==> config.mk <==
export PLATFORM = sky130hd
export DESIGN_NAME = i2c_eeprom_target
export DESIGN_NICKNAME = d
export VERILOG_FILES = /design/src/rtl/i2c_eeprom_target.sv
export SDC_FILE = /design/constraint.sdc
export NUM_CORES = 2
export LEC_CHECK = 0
export BUFFER_PORTS_ARGS = -buffer_cell sky130_fd_sc_hd__buf_2
export CAP_MARGIN = 20
export CORE_ASPECT_RATIO = 0.6
export CORE_UTILIZATION = 55
export DETAILED_ROUTE_END_ITERATION = 16
export PLACE_DENSITY_LB_ADDON = 0.25
export SKIP_LAST_GASP = 1
export SYNTH_ARGS = -nofsm -noshare
export SYNTH_HDL_FRONTEND = slang
export SYNTH_SLANG_ARGS = --single-unit
export TNS_END_PERCENT = 100
==> constraint.sdc <==
create_clock -name clk -period 12 [get_ports clk]
set_input_delay 2.4 -clock clk [delete_from_list [all_inputs] [get_ports clk]]
set_output_delay 2.4 -clock clk [all_outputs]
set_load 0.03 [all_outputs]
==> src/rtl/i2c_eeprom_target.sv <==
// I2C target emulating a 24xx serial EEPROM: two-byte word address, sequential
// read/write, persistent wrapping pointer. The bus is oversampled by clk.
module i2c_eeprom_target #(
    parameter int unsigned ADDR_W = 8,
    parameter logic [3:0]  DEV_ID = 4'b1010
) (
    input  logic       clk,
    input  logic       rst_n,
    input  logic       scl_in,
    input  logic       sda_in,
    output logic       sda_oe,
    input  logic [2:0] chip_sel,
    input  logic       wp,
    output logic       busy,
    output logic       wr_pulse
);
    typedef enum logic [3:0] {
        IDLE, CTRL, CTRL_ACK, AH, AH_ACK, AL, AL_ACK,
        WDATA, WDATA_ACK, RDATA, RDATA_MACK, IGNORE
    } state_t;

    state_t state_q, state_d;

    logic [1:0] scl_sync, sda_sync;
    logic scl_d, sda_d, scl_s, sda_s;
    logic scl_rise, scl_fall, start_det, stop_det;

    logic [2:0]        bit_cnt;
    logic [7:0]        shift_q, ah_q, rd_sh;
    logic [ADDR_W-1:0] ptr_q;
    logic [7:0]        mem [0:(2**ADDR_W)-1];

    logic [7:0] byte_in;
    logic last_bit, ctrl_match;
    logic sda_oe_d, busy_d, mem_we, ptr_inc, ptr_load, ah_load;
    logic rd_load, rd_shift, shift_en, cnt_inc, cnt_clr;

    // Synchronizers reset to 1 so an idle bus is seen as idle out of reset.
    always_ff @(posedge clk or negedge rst_n) begin
        if (!rst_n) begin
            scl_sync <= 2'b11;
            sda_sync <= 2'b11;
            scl_d    <= 1'b1;
            sda_d    <= 1'b1;
        end else begin
            scl_sync <= {scl_sync[0], scl_in};
            sda_sync <= {sda_sync[0], sda_in};
            scl_d    <= scl_sync[1];
            sda_d    <= sda_sync[1];
        end
    end

    assign scl_s     = scl_sync[1];
    assign sda_s     = sda_sync[1];
    assign scl_rise  = scl_s & ~scl_d;
    assign scl_fall  = ~scl_s & scl_d;
    assign start_det = scl_s & scl_d & sda_d & ~sda_s;
    assign stop_det  = scl_s & scl_d & ~sda_d & sda_s;

    assign byte_in    = {shift_q[6:0], sda_s};
    assign last_bit   = scl_rise && (bit_cnt == 3'd7);
    assign ctrl_match = (byte_in[7:4] == DEV_ID) && (byte_in[3:1] == chip_sel);

    always_ff @(posedge clk or negedge rst_n) begin
        if (!rst_n) state_q <= IDLE;
        else        state_q <= state_d;
    end

    // Byte states advance on the 8th rise; ACK states advance on the 9th rise.
    always_comb begin
        state_d = state_q;
        if (start_det) begin
            state_d = CTRL;
        end else if (stop_det) begin
            state_d = IDLE;
        end else if (scl_rise) begin
            case (state_q)
                CTRL:       if (last_bit) state_d = ctrl_match ? CTRL_ACK : IGNORE;
                CTRL_ACK:   state_d = shift_q[0] ? RDATA : AH;
                AH:         if (last_bit) state_d = AH_ACK;
                AH_ACK:     state_d = AL;
                AL:         if (last_bit) state_d = AL_ACK;
                AL_ACK:     state_d = WDATA;
                WDATA:      if (last_bit) state_d = wp ? IGNORE : WDATA_ACK;
                WDATA_ACK:  state_d = WDATA;
                RDATA:      if (last_bit) state_d = RDATA_MACK;
                RDATA_MACK: state_d = sda_s ? IGNORE : RDATA;
                default:    state_d = state_q;
            endcase
        end
    end

    always_comb begin
        sda_oe_d = sda_oe;
        busy_d   = busy;
        mem_we   = 1'b0;
        ptr_inc  = 1'b0;
        ptr_load = 1'b0;
        ah_load  = 1'b0;
        rd_load  = 1'b0;
        rd_shift = 1'b0;
        shift_en = 1'b0;
        cnt_inc  = 1'b0;
        cnt_clr  = 1'b0;
        if (start_det || stop_det) begin
            sda_oe_d = 1'b0;
            busy_d   = 1'b0;
            cnt_clr  = 1'b1;
        end else begin
            if (scl_fall) begin
                case (state_q)
                    CTRL_ACK, AH_ACK, AL_ACK, WDATA_ACK: sda_oe_d = 1'b1;
                    RDATA: begin
                        sda_oe_d = ~rd_sh[7];
                        rd_shift = 1'b1;
                    end
                    default: sda_oe_d = 1'b0;
                endcase
            end
            if (scl_rise) begin
                case (state_q)
                    CTRL, AH, AL, WDATA: begin
                        shift_en = 1'b1;
                        cnt_inc  = 1'b1;
                    end
                    RDATA:   cnt_inc = 1'b1;
                    default: cnt_clr = 1'b1;
                endcase
            end
            if (last_bit && state_q == CTRL)
                busy_d = ctrl_match;
            else if (state_d == IGNORE && state_q != IGNORE)
                busy_d = 1'b0;
            mem_we   = last_bit && (state_q == WDATA) && !wp;
            ptr_inc  = mem_we || (last_bit && state_q == RDATA);
            ah_load  = scl_rise && (state_q == AH_ACK);
            ptr_load = scl_rise && (state_q == AL_ACK);
            rd_load  = scl_rise && (state_d == RDATA) && (state_q != RDATA);
        end
    end

    always_ff @(posedge clk or negedge rst_n) begin
        if (!rst_n) begin
            sda_oe   <= 1'b0;
            busy     <= 1'b0;
            wr_pulse <= 1'b0;
            bit_cnt  <= '0;
            shift_q  <= '0;
            ah_q     <= '0;
            rd_sh    <= '0;
            ptr_q    <= '0;
        end else begin
            sda_oe   <= sda_oe_d;
            busy     <= busy_d;
            wr_pulse <= mem_we;
            if (cnt_clr)      bit_cnt <= '0;
            else if (cnt_inc) bit_cnt <= bit_cnt + 3'd1;
            if (shift_en) shift_q <= byte_in;
            if (ah_load)  ah_q    <= shift_q;
            // Upper received address bits beyond ADDR_W are dropped here.
            if (ptr_load)     ptr_q <= ADDR_W'({ah_q, shift_q});
            else if (ptr_inc) ptr_q <= ptr_q + ADDR_W'(1);
            if (rd_load)       rd_sh <= mem[ptr_q];
            else if (rd_shift) rd_sh <= {rd_sh[6:0], 1'b0};
        end
    end

    always_ff @(posedge clk) begin
        if (mem_we) mem[ptr_q] <= byte_in;
    end

endmodule

## Yosys cells after proc, flatten, opt, wreduce, memory -nomap -nowiden

Memories as Yosys holds them, arrays and structs flattened.
Index checks and enable logic that the tools add are counted.

- $add $sub $neg: 2
- $mul: 0
- Div/mod/pow operators: 0
- Order comparisons: 0
- Equality and inequality tests: 17
- Shift operators: 0
- Multiplexer cells: 43
- Bitwise gates (word level): 12
- Reductions and logical operators: 22

Operator list:

| cell | count |
|---|---|
| $mux W4 | 10 |
| $pmux W4 S9 | 1 |
| $mux W8 | 4 |
| $eq A4 B4 Y1 const B | 6 |
| $mux W1 | 23 |
| $eq A4 B3 Y1 const B | 4 |
| $logic_and A1 B1 Y1 | 10 |
| $add A8 B1 Y8 const B | 1 |
| $eq A4 B2 Y1 const B | 2 |
| $ne A4 B4 Y1 const B | 2 |
| $reduce_bool A2 Y1 | 4 |
| $reduce_or A4 Y1 | 2 |
| $and A1 B1 Y1 | 7 |
| $mux W3 | 2 |
| $not A1 Y1 | 5 |
| $reduce_or A5 Y1 | 1 |
| $eq A4 B1 Y1 const B | 1 |
| $mux W2 | 2 |
| $add A3 B1 Y3 const B | 1 |
| $eq A3 B3 Y1 | 1 |
| $eq A3 B3 Y1 const B | 1 |
| $reduce_bool A3 Y1 | 1 |
| $logic_or A1 B1 Y1 | 2 |
| $pmux W1 S2 | 1 |
| other kinds (2) | 2 |

- Flip-flop bits (word level): 40
- Bits in latches: 0
- Memory bits (writable): 2048
- ROM bits: 0
- Bits of input ports: 8
- Output and inout bits: 3
- Word-level logic and storage cells: 109
- Memories kept: 1

Memory list:

| name | depth | width | read ports | clocked after Yosys merged registers in | write ports | line | text |
|---|---|---|---|---|---|---|---|
| mem | 256 | 8 | 1 | 0 | 1 | 31 | `logic [7:0] mem [0:(2**ADDR_W)-1];` |

## Logic depth before layout (Yosys ltp)

- Depth after elaboration: 13
- Depth in mapped cells: 14
- Mapped depth without buffers: 10

## Least setup slack after synthesis

No wires, ideal clock.

- Path type: flip-flop to flip-flop
- From: reg shift_q[6]
- To: reg rd_sh[2]
- Setup time: 0.129 ns
- Data arrival time: 5.220 ns
- Data required time: 11.871 ns
- Slack: 6.651 ns
- Stages on the path, launching flop included: 10
- Buffers on the path: 1
- Clock period less this slack: 5.349 ns
- Path through: dfrtp_1 > nor4bb_1 > and4_1 > o22ai_1 > a221o_1 > nand3b_1 > or3_1 > buf_2 > a31oi_1 > a2111o_1

- Cells in the longest elaborated chain, start to end: 13
- Elaborated cells between the ends (all ways): 14
- Those cells by class: eq/ne: 2; mux: 8; reduce/logical: 4

Ends and longest elaborated chain:

| element | line | text |
|---|---|---|
| from (decl) | 29 | `logic [7:0] shift_q, ah_q, rd_sh;` |
| from (signal assigned) | 158 | `if (shift_en) shift_q <= byte_in;` |
| $eq A4 B4 Y1 (*) | 62 | `assign ctrl_match = (byte_in[7:4] == DEV_ID) && (byte_in[3:1] == chip_sel);` |
| $logic_and A1 B1 Y1 (*) | 62 |  |
| $mux W4 (*) (2 in a row) | 78 | `CTRL: if (last_bit) state_d = ctrl_match ? CTRL_ACK : IGNORE;` |
| $pmux W4 S9 (*) | 77 | `case (state_q)` |
| $mux W4 (*) | 76 | `end else if (scl_rise) begin` |
| $mux W4 (*) | 74 | `end else if (stop_det) begin` |
| $mux W4 (*) | 72 | `if (start_det) begin` |
| via state_d[0] | 22 | `state_t state_q, state_d;` |
| $eq A4 B4 Y1 (*) | 138 | `rd_load = scl_rise && (state_d == RDATA) && (state_q != RDATA);` |
| $logic_and A1 B1 Y1 (*) (2 in a row) | 138 |  |
| $mux W1 (*) | 105 | `if (start_det \|\| stop_det) begin` |
| $mux W8 / $reduce_bool A2 Y1 (equally long branches) | n/a |  |
| to (signal assigned) | 163 | `if (rd_load) rd_sh <= mem[ptr_q];` |
| to (signal assigned) | 164 | `else if (rd_shift) rd_sh <= {rd_sh[6:0], 1'b0};` |
| to (decl) | 29 |  |

Mark *: on every way through the listed nets, which the timed path passes. The rest lies on a longest branch.
A chain may end at the register's enable or synchronous reset.

## Worst setup path after layout

- From: reg ptr_q[1]
- To: reg rd_sh[3]

- Cells in the longest elaborated chain, start to end: 2

Ends and longest elaborated chain:

| element | line | text |
|---|---|---|
| from (decl) | 30 | `logic [ADDR_W-1:0] ptr_q;` |
| from (signal assigned) | 161 | `if (ptr_load) ptr_q <= ADDR_W'({ah_q, shift_q});` |
| from (signal assigned) | 162 | `else if (ptr_inc) ptr_q <= ptr_q + ADDR_W'(1);` |
| $mem_v2 Z256 W8 | n/a |  |
| $mux W8 | 163 |  |

No other way between the ends.

==> flow_summary.toml <==
[job]
cap_viol_max_count = 0

[cts]
clockRootBuffer = "clkbuf_16"
ctsHoldBuffers = 0
clock_latency_ns = 0.82
cts_made_buffers = 175
cts_tree = "built"
post_cts_buffers = 0
cts.repair.resized = 0
clk_pin_slew_ns = 0.07
cts_sinks = 2088
clock_path_buffers = 3
h-tree-depth = 4

[routing]
drt_pass1_iterations = 10
route.detailed.drc = 0
drt-initial-drc-count = 8452
ant_nets = 0
vias_per_cell = 7.01
wl_mm = 236
via_count = 43800
post_drt_wl_per_cell_um = 37.8

[place]
portBuffers = 10
globalplace.congestion = 0.958
dpl.hpwl_mm = 148
place_area_um2 = 84200

[global_routing]
overflow = 0
grt_max_degree = 167
antenna_found_initial = 4
gr-usage-all-layers = 0.317
grt_pass1_wl_mm = 328
grt_pass1_vias = 40500

[layout]
layout_common_cells = "2048 x edfxtp_1, 446 x mux4_2, 334 x nor2_1"
drive_gt1_frac = 0.206
fill_cells = 10200
areaGrowthSynthToFinish_pct = 9.79
seqCellArea_um2 = 62600
final_common_cell = "edfxtp_1"
multi_input_area_um2 = 18000
nNetsFinal = 4121
fin_area_um2 = 90000

[logic_synthesis]
synthTopCellsByArea = "edfxtp_1 75%, mux4_2 12%, mux2i_1 1.7%"
synth_top_area_cell = "edfxtp_1"
synth_top_area_frac = 0.750
synth_edf_count = 2048
netlist_area_um2 = 82000
syn_inst = 4053
yosysSeqAreaShare = 0.763
syn_avg_cell_area_um2 = 20.2
yosysUniqueCellTypes = 82
synth-warning-count = 0
ys_async_sr_fraction = 0.0192
ys_ff_latch = 2088
ys.flop_type = "edfxtp_1"
syn_nets = 4067

[floorplan]
die_w_um = 500
coreArea_um2 = 148000
start_util = 0.555
chipHeight_um = 301
dieArea_um2 = 151000
ios = 11
rows = 109

[setup_path]
worstSetupPathType = "reg -> reg"
cp.arrival_ns = 6.15
worst_ep_required_time_ns = 12.66
cp_max_fo = 51
cp-start-kind = "flop"
cp-end-kind = "flop"

[sta]
setup_violations = 0
max_clock_freq_mhz = 182
worst_pin_slew_ns = 1.15
rsz0062_at_grt = "no"
slew_headroom = 0.213
tns_ns = 0
post-route-period-util = 0.457
fin_crit_ns = 5.49
hold_viol_final = 0
skew_ns = 0.0293
drv_slew = 0

[pwr]
powerDensity_nw_per_um2 = 234
peakVddDrop_uv = 235
leakage_nw = 27.9

[outcome]
status = "finished clean"

[min_path]
holdCritPathClass = "reg -> reg"
## critical path: stages (launching register included)
cell and delay (ns):
dfrtp_4 0.79, buf_4 0.53, buf_4 0.68, buf_4 0.78, mux4_2 0.44, a22oi_1 0.63, nor2_1 0.17, a311oi_1 0.24
nand4_1 0.15, or4_1 0.47, a311oi_1 0.21, o21ai_0 0.10
## final cells by class
type | instances | share of cell area
sequential | 2088 | 0.695
multi-input combinational | 1704 | 0.201
clock buffer | 219 | 0.0510
tap | 1998 | 0.0278
clock inverter | 104 | 0.0133
timing repair buffer | 126 | 0.0115
inverter | 12 | 0.000528
antenna | 3 | 0.0000834
## cell usage after synthesis, drive strengths merged (7+ instances only)
cell     number
a2111oi       7
a211o         7
a211oi       16
a21oi        44
a221oi       11
a22o         11
a22oi        82
a31oi        18
a32oi         7
and2         11
and3         22
buf         152
clkbuf       97
dfrtp        34
edfxtp     2048
inv          10
mux2         19
mux2i       142
mux4        462
nand2       146
nand3        69
nand3b        7
nand4        20
nor2        337
nor2b        18
nor3         24
nor4          9
o2111ai      10
o211ai       13
o21ai        45
o22ai        51
or3           8
## path summary, 6_finish.rpt
check	slack (ns)	depth (start not counted)	start	end
max in group asynchronous	9.46	1	rst_n	ptr_q[1]
setup / recovery	6.51	11	ptr_q[1]	rd_sh[3]
setup reg to reg	6.51	11	ptr_q[1]	rd_sh[3]
hold reg to reg	0.36	0	sda_sync[0]	sda_sync[1]
min in group asynchronous	1.78	1	rst_n	busy
hold / removal	0.36	0	sda_sync[0]	sda_sync[1]
## cell families (layout without fill, tap and decap cells)
logic type               count (synthesis)  after routing  synth area share
adder cells (fa/ha/maj)                  6              6          0.000916
flip-flops                            2088           2088             0.763
buffers and inverters                  261            461            0.0178
AND/OR/NAND/NOR                        703            703            0.0387
XOR/XNOR                                 5              5          0.000534
multiplexers                           623            623             0.148
other                                    0              3                 0
AO/OA/AOI/OAI                          367            367            0.0316
## routing by layer
| metal | up-vias | global-route usage | wire (um) |
|---|---|---|---|
| li1 | 16900 | - | - |
| met1 | 22900 | 0.490 | 94200 |
| met2 | 3550 | 0.399 | 92800 |
| met3 | 434 | 0.149 | 42400 |
| met4 | 6 | 0.0840 | 6670 |
| met5 | - | 0.00344 | 45 |
## per-stage QoR
stage | setup WS, ns | std cells | power [W] | util | hold WS [ns]
3_3_place_gp | 5.85 | 5924 | 0.0151 | 0.570 | 0.346
6_report | 6.51 | 6254 | 0.0211 | 0.610 | 0.357
3_5_place_dp | 6.10 | 5925 | 0.0151 | 0.570 | 0.347
2_1_floorplan | 6.65 | 4053 | 0.0128 | - | 0.345
4_1_cts | 6.70 | 6248 | 0.0209 | 0.609 | 0.357
5_1_grt | 6.43 | 6251 | 0.0215 | 0.610 | 0.366
## registers in the layout (all words and copies together) (netlist names)
signal and flops:
bit_cnt 3, busy 1, mem 2048, ptr_q 8, rd_sh 8, scl_d 1, scl_sync 2, sda_d 1
sda_oe 1, sda_sync 2, shift_q 8, state_q 4, wr_pulse 1
## power by group
part / total [W] / internal [W] / switching (W) / leakage (nW)
logic: 0.00602 / 0.00190 / 0.00412 / 5.96
clock network: 0.00590 / 0.00325 / 0.00265 / 2.81
registers: 0.00918 / 0.00885 / 0.000333 / 19.1
total: 0.0211 / 0.0140 / 0.00710 / 27.9
(Power assumes the default switching activity.)
